`src/rtl/alu_pkg.sv`:
```
// Shared ALU definitions: opcodes, result width and the captured-entry layout.
package alu_pkg;

    localparam int F_W = 5;

    localparam logic [1:0] SEL_MUL  = 2'b00;
    localparam logic [1:0] SEL_CMP  = 2'b01;
    localparam logic [1:0] SEL_ADD  = 2'b10;
    localparam logic [1:0] SEL_SUB4 = 2'b11;

    typedef struct packed {
        logic [1:0]     sel;
        logic           ovf;
        logic           cout;
        logic [F_W-1:0] f;
    } alu_entry_t;

    typedef enum logic [2:0] {
        ST_EMPTY   = 3'b001,
        ST_PARTIAL = 3'b010,
        ST_FULL    = 3'b100
    } fifo_st_t;

endpackage

```
`src/rtl/alu_result_fifo_if.sv`:
```
// Push/pop handshake plus overflow statistics between the ALU, the result FIFO and its reader.
interface alu_result_fifo_if #(
    parameter int DEPTH = 4,
    parameter int CNT_W = 8
);
    import alu_pkg::*;

    localparam int CW = $clog2(DEPTH) + 1;

    logic           in_valid;
    logic           in_ready;
    logic [1:0]     in_sel;
    logic [F_W-1:0] in_f;
    logic           in_cout;
    logic           in_ovf;
    logic           out_valid;
    logic           out_ready;
    logic [1:0]     out_sel;
    logic [F_W-1:0] out_f;
    logic           out_cout;
    logic           out_ovf;
    logic [CW-1:0]  count;
    logic           clr_stat;
    logic           sticky_ovf;
    logic [CNT_W-1:0] ovf_events;

    modport slave (
        input  in_valid, in_sel, in_f, in_cout, in_ovf, out_ready, clr_stat,
        output in_ready, out_valid, out_sel, out_f, out_cout, out_ovf, count,
               sticky_ovf, ovf_events
    );

    modport master (
        output in_valid, in_sel, in_f, in_cout, in_ovf, out_ready, clr_stat,
        input  in_ready, out_valid, out_sel, out_f, out_cout, out_ovf, count,
               sticky_ovf, ovf_events
    );

endinterface

```
`src/rtl/sat_counter.sv`:
```
// Saturating up-counter with synchronous clear; an increment in the clear cycle restarts at 1.
module sat_counter #(
    parameter int W = 8
) (
    input  logic         clk,
    input  logic         rst_n,
    input  logic         i_inc,
    input  logic         i_clr,
    output logic [W-1:0] o_cnt
);

    logic [W-1:0] r_cnt;

    always_ff @(posedge clk or negedge rst_n) begin
        if (!rst_n) begin
            r_cnt <= '0;
        end else if (i_inc) begin
            if (i_clr)
                r_cnt <= {{(W-1){1'b0}}, 1'b1};
            else if (r_cnt != {W{1'b1}})
                r_cnt <= r_cnt + 1'b1;
        end else if (i_clr) begin
            r_cnt <= '0;
        end
    end

    assign o_cnt = r_cnt;

endmodule

```
`src/rtl/alu_result_fifo.sv`:
```
// Captures ALU results into a small FIFO read via valid/ready, with sticky overflow and event count.
module alu_result_fifo
    import alu_pkg::*;
#(
    parameter int DEPTH = 4,
    parameter int CNT_W = 8
) (
    input  logic               clk,
    input  logic               rst_n,
    alu_result_fifo_if.slave   bus
);

    localparam int PW = $clog2(DEPTH);
    localparam int CW = PW + 1;

    alu_entry_t  r_mem [DEPTH];
    logic [PW-1:0] r_wptr;
    logic [PW-1:0] r_rptr;
    logic [CW-1:0] r_count;
    logic          r_sticky;

    fifo_st_t   w_status;
    logic       w_full;
    logic       w_empty;
    logic       w_push;
    logic       w_pop;
    alu_entry_t w_in;
    alu_entry_t w_head;

    always_comb begin
        w_status = ST_PARTIAL;
        if (r_count == '0)
            w_status = ST_EMPTY;
        else if (r_count == CW'(DEPTH))
            w_status = ST_FULL;
    end

    assign w_full  = (w_status == ST_FULL);
    assign w_empty = (w_status == ST_EMPTY);

    // Acceptance looks only at occupancy, so a pop cannot free a slot for a same-cycle push.
    assign w_push = bus.in_valid & ~w_full;
    assign w_pop  = bus.out_ready & ~w_empty;

    assign w_in = '{sel: bus.in_sel, ovf: bus.in_ovf, cout: bus.in_cout, f: bus.in_f};

    always_ff @(posedge clk or negedge rst_n) begin
        if (!rst_n) begin
            for (int i = 0; i < DEPTH; i++)
                r_mem[i] <= '0;
            r_wptr  <= '0;
            r_rptr  <= '0;
            r_count <= '0;
        end else begin
            if (w_push) begin
                r_mem[r_wptr] <= w_in;
                r_wptr        <= r_wptr + 1'b1;
            end
            if (w_pop)
                r_rptr <= r_rptr + 1'b1;
            case ({w_push, w_pop})
                2'b10:   r_count <= r_count + 1'b1;
                2'b01:   r_count <= r_count - 1'b1;
                default: r_count <= r_count;
            endcase
        end
    end

    always_ff @(posedge clk or negedge rst_n) begin
        if (!rst_n)
            r_sticky <= 1'b0;
        else if (w_push && bus.in_ovf)
            r_sticky <= 1'b1;
        else if (bus.clr_stat)
            r_sticky <= 1'b0;
    end

    sat_counter #(.W(CNT_W)) u_ovf_cnt (
        .clk   (clk),
        .rst_n (rst_n),
        .i_inc (w_push & bus.in_ovf),
        .i_clr (bus.clr_stat),
        .o_cnt (bus.ovf_events)
    );

    assign w_head = r_mem[r_rptr];

    assign bus.in_ready   = ~w_full;
    assign bus.out_valid  = ~w_empty;
    assign bus.out_sel    = w_head.sel;
    assign bus.out_f      = w_head.f;
    assign bus.out_cout   = w_head.cout;
    assign bus.out_ovf    = w_head.ovf;
    assign bus.count      = r_count;
    assign bus.sticky_ovf = r_sticky;

endmodule
```
`src/flat_wrapper.sv`:
```
// flat-port wrapper written by rule: the top's interface ports become plain ports
module alu_result_fifo_flat import alu_pkg::*;
#(
    parameter int DEPTH = 4,
    parameter int CNT_W = 8
)
  (clk, rst_n, bus_in_valid, bus_in_sel, bus_in_f, bus_in_cout, bus_in_ovf, bus_out_ready, bus_clr_stat, bus_in_ready, bus_out_valid, bus_out_sel, bus_out_f, bus_out_cout, bus_out_ovf, bus_count, bus_sticky_ovf, bus_ovf_events);
  alu_result_fifo_if #(.DEPTH(DEPTH), .CNT_W(CNT_W)) bus_i ();
  input  logic clk;
  input  logic rst_n;
  input wire logic [$bits(bus_i.in_valid)-1:0] bus_in_valid;
  input wire logic [$bits(bus_i.in_sel)-1:0] bus_in_sel;
  input wire logic [$bits(bus_i.in_f)-1:0] bus_in_f;
  input wire logic [$bits(bus_i.in_cout)-1:0] bus_in_cout;
  input wire logic [$bits(bus_i.in_ovf)-1:0] bus_in_ovf;
  input wire logic [$bits(bus_i.out_ready)-1:0] bus_out_ready;
  input wire logic [$bits(bus_i.clr_stat)-1:0] bus_clr_stat;
  output wire logic [$bits(bus_i.in_ready)-1:0] bus_in_ready;
  output wire logic [$bits(bus_i.out_valid)-1:0] bus_out_valid;
  output wire logic [$bits(bus_i.out_sel)-1:0] bus_out_sel;
  output wire logic [$bits(bus_i.out_f)-1:0] bus_out_f;
  output wire logic [$bits(bus_i.out_cout)-1:0] bus_out_cout;
  output wire logic [$bits(bus_i.out_ovf)-1:0] bus_out_ovf;
  output wire logic [$bits(bus_i.count)-1:0] bus_count;
  output wire logic [$bits(bus_i.sticky_ovf)-1:0] bus_sticky_ovf;
  output wire logic [$bits(bus_i.ovf_events)-1:0] bus_ovf_events;
  assign bus_i.in_valid = bus_in_valid;
  assign bus_i.in_sel = bus_in_sel;
  assign bus_i.in_f = bus_in_f;
  assign bus_i.in_cout = bus_in_cout;
  assign bus_i.in_ovf = bus_in_ovf;
  assign bus_i.out_ready = bus_out_ready;
  assign bus_i.clr_stat = bus_clr_stat;
  assign bus_in_ready = bus_i.in_ready;
  assign bus_out_valid = bus_i.out_valid;
  assign bus_out_sel = bus_i.out_sel;
  assign bus_out_f = bus_i.out_f;
  assign bus_out_cout = bus_i.out_cout;
  assign bus_out_ovf = bus_i.out_ovf;
  assign bus_count = bus_i.count;
  assign bus_sticky_ovf = bus_i.sticky_ovf;
  assign bus_ovf_events = bus_i.ovf_events;
  alu_result_fifo #(.DEPTH(DEPTH), .CNT_W(CNT_W)) u_core (.clk(clk), .rst_n(rst_n), .bus(bus_i));
endmodule
```
`config.mk`:
```
export PLATFORM = sky130hd
export DESIGN_NAME = alu_result_fifo_flat
export DESIGN_NICKNAME = d
export VERILOG_FILES = /design/src/rtl/alu_pkg.sv /design/src/rtl/alu_result_fifo_if.sv /design/src/rtl/sat_counter.sv /design/src/rtl/alu_result_fifo.sv /design/src/flat_wrapper.sv
export SDC_FILE = /design/constraint.sdc
export NUM_CORES = 1
export LEC_CHECK = 0
export ABC_AREA = 1
export BUFFER_PORTS_ARGS = -buffer_cell sky130_fd_sc_hd__buf_4
export CORE_MARGIN = 4
export CORE_UTILIZATION = 61
export CTS_CLUSTER_SIZE = 30
export DETAILED_ROUTE_END_ITERATION = 16
export PLACE_DENSITY_LB_ADDON = 0.2
export SYNTH_ARGS = -nofsm -noshare
export SYNTH_HDL_FRONTEND = slang
export SYNTH_SLANG_ARGS = --single-unit
```
`constraint.sdc`:
```
create_clock -name clk -period 3.3 [get_ports clk]
set_clock_uncertainty 0.15 [all_clocks]
set_input_delay 0.66 -clock clk [delete_from_list [all_inputs] [get_ports clk]]
set_output_delay 0.66 -clock clk [all_outputs]
set_load 0.01 [all_outputs]
```
==> After elaboration in Yosys (flattened, before gate mapping) <==
Index checks and enable logic that the tools add are counted.
{ "classes": {"n_eq_ne": 6, "addsub": 5, "mux": 15, "reduce_logical": 8, "n_bitwise": 7, "magnitude_cmp": 3} }
{ "op_table": {"columns": ["cell", "count"], "rows": [
  ["$bwmux W36", 1],
  ["$mux W8", 4],
  ["$mux W9", 3],
  ["$bmux W9 S2", 1],
  ["$demux W9 S2", 1],
  ["$add A8 B1 Y8 const B", 1],
  ["$ne A8 B8 Y1 const B", 1],
  ["$reduce_bool A2 Y1", 4],
  ["$eq A3 B3 Y1 const B", 2],
  ["$ge A3 B3 Y1 const B", 2],
  ["$mux W3", 2],
  ["$not A2 Y3", 2],
  ["$pmux W3 S2", 1],
  ["$add A2 B1 Y2 const B", 2],
  ["$add A3 B1 Y3 const B", 1],
  ["$and A1 B1 Y1", 3],
  ["$eq A3 B1 Y1 const B", 1],
  ["$logic_not A3 Y1", 1],
  ["$lt A3 B1 Y1 const B", 1],
  ["$sub A3 B1 Y3 const B", 1],
  ["$eq A2 B1 Y1 const B", 1],
  ["$eq A2 B2 Y1 const B", 1],
  ["$logic_and A1 B1 Y1", 2],
  ["$mux W1", 2],
  ["2 further kinds", 3]
]} }
{ "word_totals": {"in_bits": 14, "reg_bits": 52, "out_inout_bits": 23} }

==> Longest topological paths before layout <==
{ "depth": {"ltp_word": 9, "depth_mapped": 9, "depth_no_buf": 9} }

==> Hierarchy <==
Synthesis repeated with hierarchy kept, for this count alone.
{ "hier_totals": {"hier_cells": 347, "area_unflattened_um2": 2778.9} }
{ "by_module_without_submodules": {"columns": ["mod", "seq_area_each_um2", "area_per_inst_um2", "instances", "cells_each"], "rows": [
  ["alu_result_fifo", 1101.1, 2268.4, 1, 275],
  ["sat_counter", 200.2, 510.5, 1, 72]
]} }

==> Worst setup path before layout <==
OpenSTA, ideal clock, no wires.
{ "synth_path": {"path_type": "reg2reg", "start": "register u_core.r_count[0], in the netlist u_core.bus.count[0]", "end": "register u_core.r_count[2], in the netlist u_core.bus.count[2]", "arrival_time_ns": 1.845, "slack_ns": 1.175, "synth_period_minus_slack_ns": 2.125, "path_stages_with_launch": 10, "path_cell_list": "dfrtp_1 nor2_4 nand2_1 nand2_1 inv_1 ha_1 fa_1 a21oi_1 o21ai_0 xor2_1"} }
{ "synth_between": {"elab_chain_len": 8, "word_cells_on_any_way": 16, "classes_between": "2 x add/sub; 5 x eq/ne; 3 x mux; 4 x bitwise; 2 x reduce/logical"} }
{ "synth_lines": {"columns": ["item", "line", "rtl"], "rows": [
  ["start: declaration", "alu_result_fifo.sv:19", "logic [CW-1:0] r_count;"],
  ["start signal: assignment", "alu_result_fifo.sv:62", "2'b10: r_count <= r_count + 1'b1;"],
  ["start signal: assignment", "alu_result_fifo.sv:63", "2'b01: r_count <= r_count - 1'b1;"],
  ["start signal: assignment", "alu_result_fifo.sv:64", "default: r_count <= r_count;"],
  ["$eq A3 B3 Y1", "alu_result_fifo.sv:34", "else if (r_count == CW'(DEPTH))"],
  ["$mux W3", "alu_result_fifo.sv:34", null],
  ["$mux W3 *", "alu_result_fifo.sv:32", "if (r_count == '0)"],
  ["$eq A3 B1 Y1 *", "alu_result_fifo.sv:39", "assign w_empty = (w_status == ST_EMPTY);"],
  ["$not A1 Y1 *", null, null],
  ["net bus_out_valid", "flat_wrapper.sv:19", "output wire logic [$bits(bus_i.out_valid)-1:0] bus_out_valid;"],
  ["$and A1 B1 Y1 *", "alu_result_fifo.sv:43", "assign w_pop = bus.out_ready & ~w_empty;"],
  ["net u_core.w_pop", "alu_result_fifo.sv:26", "logic w_pop;"],
  ["$eq A2 B1 Y1 or $eq A2 B2 Y1 (tied branches)", "alu_result_fifo.sv:61", "case ({w_push, w_pop})"],
  ["$pmux W3 S2 or $reduce_bool A2 Y1 (tied branches)", null, null]
]} }
Mark *: on every way through the listed nets, which the timed path passes. The rest lies on a longest branch.
A chain may end at the register's enable or synchronous reset.

==> Worst setup path in the final report <==
{ "layout_path": {"start": "register u_core.r_rptr[0]", "end": "output bus_out_sel[1]"} }
{ "layout_between": {"elab_chain_len": 4} }
{ "layout_lines": {"columns": ["item", "line", "rtl"], "rows": [
  ["start: declaration", "alu_result_fifo.sv:18", "logic [PW-1:0] r_rptr;"],
  ["start signal: assignment", "alu_result_fifo.sv:60", "r_rptr <= r_rptr + 1'b1;"],
  ["$not A2 Y3 (not written as such)", "alu_result_fifo.sv:86", "assign w_head = r_mem[r_rptr];"],
  ["$bmux W9 S2", "alu_result_fifo.sv:86", null],
  ["$mux W9 (not written as such) (2 in a row)", "alu_result_fifo.sv:86", null],
  ["end: declaration", "flat_wrapper.sv:20", "output wire logic [$bits(bus_i.out_sel)-1:0] bus_out_sel;"]
]} }
Every way passes these cells. The select of a mux whose other input is x is not followed.

==> impl_metrics.ini <==
[placement]
place.gp.congestion = 0.8351
hpwl_mm = 3.480
placed_area_um2 = 2818
io_buffers = 36
dp_cells = 372

[setup_path]
reg2reg_from = u_core.bus.count[0]$_DFFE_PN0P_
cp_cell_sequence = buf_4 -> clkinv_1 -> o21ai_0 -> o22ai_1 -> buf_4
r2r_slack_ns = 1.11
crit_type = reg2out
crit_slowest_cell = clkinv_1
timing.rr.end = u_core.bus.count[2]$_DFFE_PN0P_
critPathRequiredTime_ns = 2.49
setup.worst_path.start = u_core.r_rptr[0]$_DFFE_PN0P_
rr_worst_depth = 9
start_kind = flip-flop
crit_fanout = 20
worstPathArrival_ns = 1.87
endpoint_kind = primary output
slowest_delay_ns = 0.43
crit_path_frequent_cell = buf_4

[pwr]
leakage_nw = 1.509
p_per_area_nw_per_um2 = 906.5
peakVddDrop_v = 0.0004980
total_power_mw = 2.669

[clock_tree]
cts_setup_buffers = 0
cts_root_buf = clkbuf_8
cts_tree = done
cts_buffers = 5
htree_levels = 2
clk_pin_slew_ns = 0.09
cts.sinks = 52
clkLatencyLatePin_ns = 0.30
ctsHoldBuffers = 0
clockBufferDepth = 2
cts-resized-gates = 0

[yosys]
ys_types = 27
ys.flop_type = dfrtp_1
netlist_instances = 293
synth_fp_nets = 314
synth_mux_area_share_pct = 0.4436
syn-cell-area_um2 = 2539
seq_area_frac_synth_pct = 51.26
synthTopCellsByArea = dfrtp_1 (51%), nand2_1 (11%), o21ai_1 (5.9%)
yosysTopAreaCell = dfrtp_1
ys_ff_latch = 52
synth_top_family_by_area = simple AND/OR/NAND/NOR gates
synthAdderAreaFrac_pct = 3.746
synth_area_per_cell_um2 = 8.664
yosysWarningCount = 0
synth_most_common_cell = nand2_1
synthTopCellsByCount = nand2_1 (77), dfrtp_1 (52), nor2_1 (30), o21ai_1 (30), inv_1 (22)
synth_compound_area_share_pct = 15.38
yosys.area_share.simple_pct = 21.34
synth.top_cell.area_share_pct = 51.26
synthArstFlopShare_pct = 100.0
synth_edf_count = 0
synthXorXnorAreaFrac_pct = 1.725

[die]
dieArea_um2 = 5258
core_area_um2 = 4000
pin_count = 37
fp.dieW_um = 72.51
die_h_um = 72.51
initial_utilization_pct = 63.47
rows = 23

[sta]
whs_ns = 0.2213
final.setup.tns_ns = 0
period_share_pct = 81.24
slew_viol_final = 0
rsz0062_at_grt = no
setup_violations = 0
maxSlewHeadroom_pct = 57.77
period_minus_slack_ns = 2.681
fmax_mhz = 373.0
worst_pin_slew_ns = 0.6334
hold_viol_final = 0

[layout]
stdcell_count = 380
num_antenna_cells = 0
drive_gt1_share_pct = 18.48
syn_to_final_growth_pct = 15.97
nNetsFinal = 350
design_area_um2 = 2944

[routing]
wire_per_inst_um = 13.51
dr_total_vias = 2023
drt_pass1_iterations = 4
first_iter_violations = 162
remaining_drc_errors = 0
postRouteAntennaNets = 0
viasPerCell = 5.324
drt_wl_total_mm = 5.132

[grt]
grt.overflow.total = 0
grt_max_degree = 53
antenna_found_initial = 0
track_usage_pct = 21.95
grt_pass1_wl_mm = 9.032
grt_pass1_vias = 2007

[hold_path]
hold_class = in2async

[run_status]
outcome = complete, no violations

[flow_run]
drv_cap = 0
-- registers in the layout, indices dropped and copies added (netlist names) --
signal / flops
u_core.bus.count: 3
u_core.r_wptr: 2
u_core.r_rptr: 2
u_core.bus.sticky_ovf: 1
u_core.r_mem: 36
u_core.u_ovf_cnt.o_cnt: 8
-- worst max path at each step --
stage | slack [ns] | endpoint | cells past startpoint
after floorplan | 1.17 | u_core.bus.count[2]$_DFFE_PN0P_ | 9
after global placement | 1.04 | bus_out_f[4] | 5
after detailed placement | 0.95 | bus_out_sel[1] | 5
after CTS | 0.61 | bus_out_sel[1] | 5
after global routing | 0.31 | bus_out_f[0] | 5
final | 0.62 | bus_out_sel[1] | 5
-- critical path, delay by kind of cell (launching register included) --
kind / cells / cell delay [ns]
flip-flops: 1 / 0.33
buffers and inverters: 3 / 0.80
AO/OA/AOI/OAI: 2 / 0.44
-- cell type report --
type / count / area, um2
sequential: 52 / 1301
multi-input combinational: 208 / 1082
fill: 311 / 1056
timing repair buffer: 37 / 277.8
clock buffer: 7 / 96.34
inverter: 25 / 93.84
tap: 50 / 62.56
clock inverter: 1 / 30.03
-- power by group --
part | internal [mW] | switching, mW | total (mW)
Combinational | 0.498 | 0.637 | 1.13
Sequential | 0.890 | 0.177 | 1.07
Clock | 0.268 | 0.200 | 0.467
Total | 1.66 | 1.01 | 2.67
-- cell usage in the layout, fill, tap and decap left out, drive strengths merged, types with 2 or more instances in the layout --
master	instances
clkinv	2
inv	23
ha	6
xor2	4
o21ai	57
nand2	81
buf	37
o22ai	9
nand4	4
clkbuf	7
nor2	31
a21oi	3
nand3	8
dfrtp	52
-- routing by layer --
metal | vias up | track usage [%] | share of wire [%]
li1 | 1026 | - | -
met1 | 958 | 28.51 | 45
met2 | 34 | 38.02 | 50
met3 | 5 | 4.432 | 4.2
met4 | 0 | 5.123 | 0.94
met5 | - | 0 | 0
-- stage by stage --
step	worst slack [ns]	utilization, %
after CTS	0.6075	73.60
after global routing	0.3140	73.60
after detailed placement	0.9484	70.44
after floorplan	1.175	-
after global placement	1.042	70.44
final	0.6191	73.60
-- cell families after synthesis --
| kind of cell | Yosys count |
|---|---|
| mux | 1 |
| xor+xnor | 5 |
| compound gates | 69 |
| buf+inv | 33 |
| flops | 52 |
| simple gates | 126 |
| fa+ha+maj | 7 |
No activity file was read; power rests on OpenSTA's default activity.
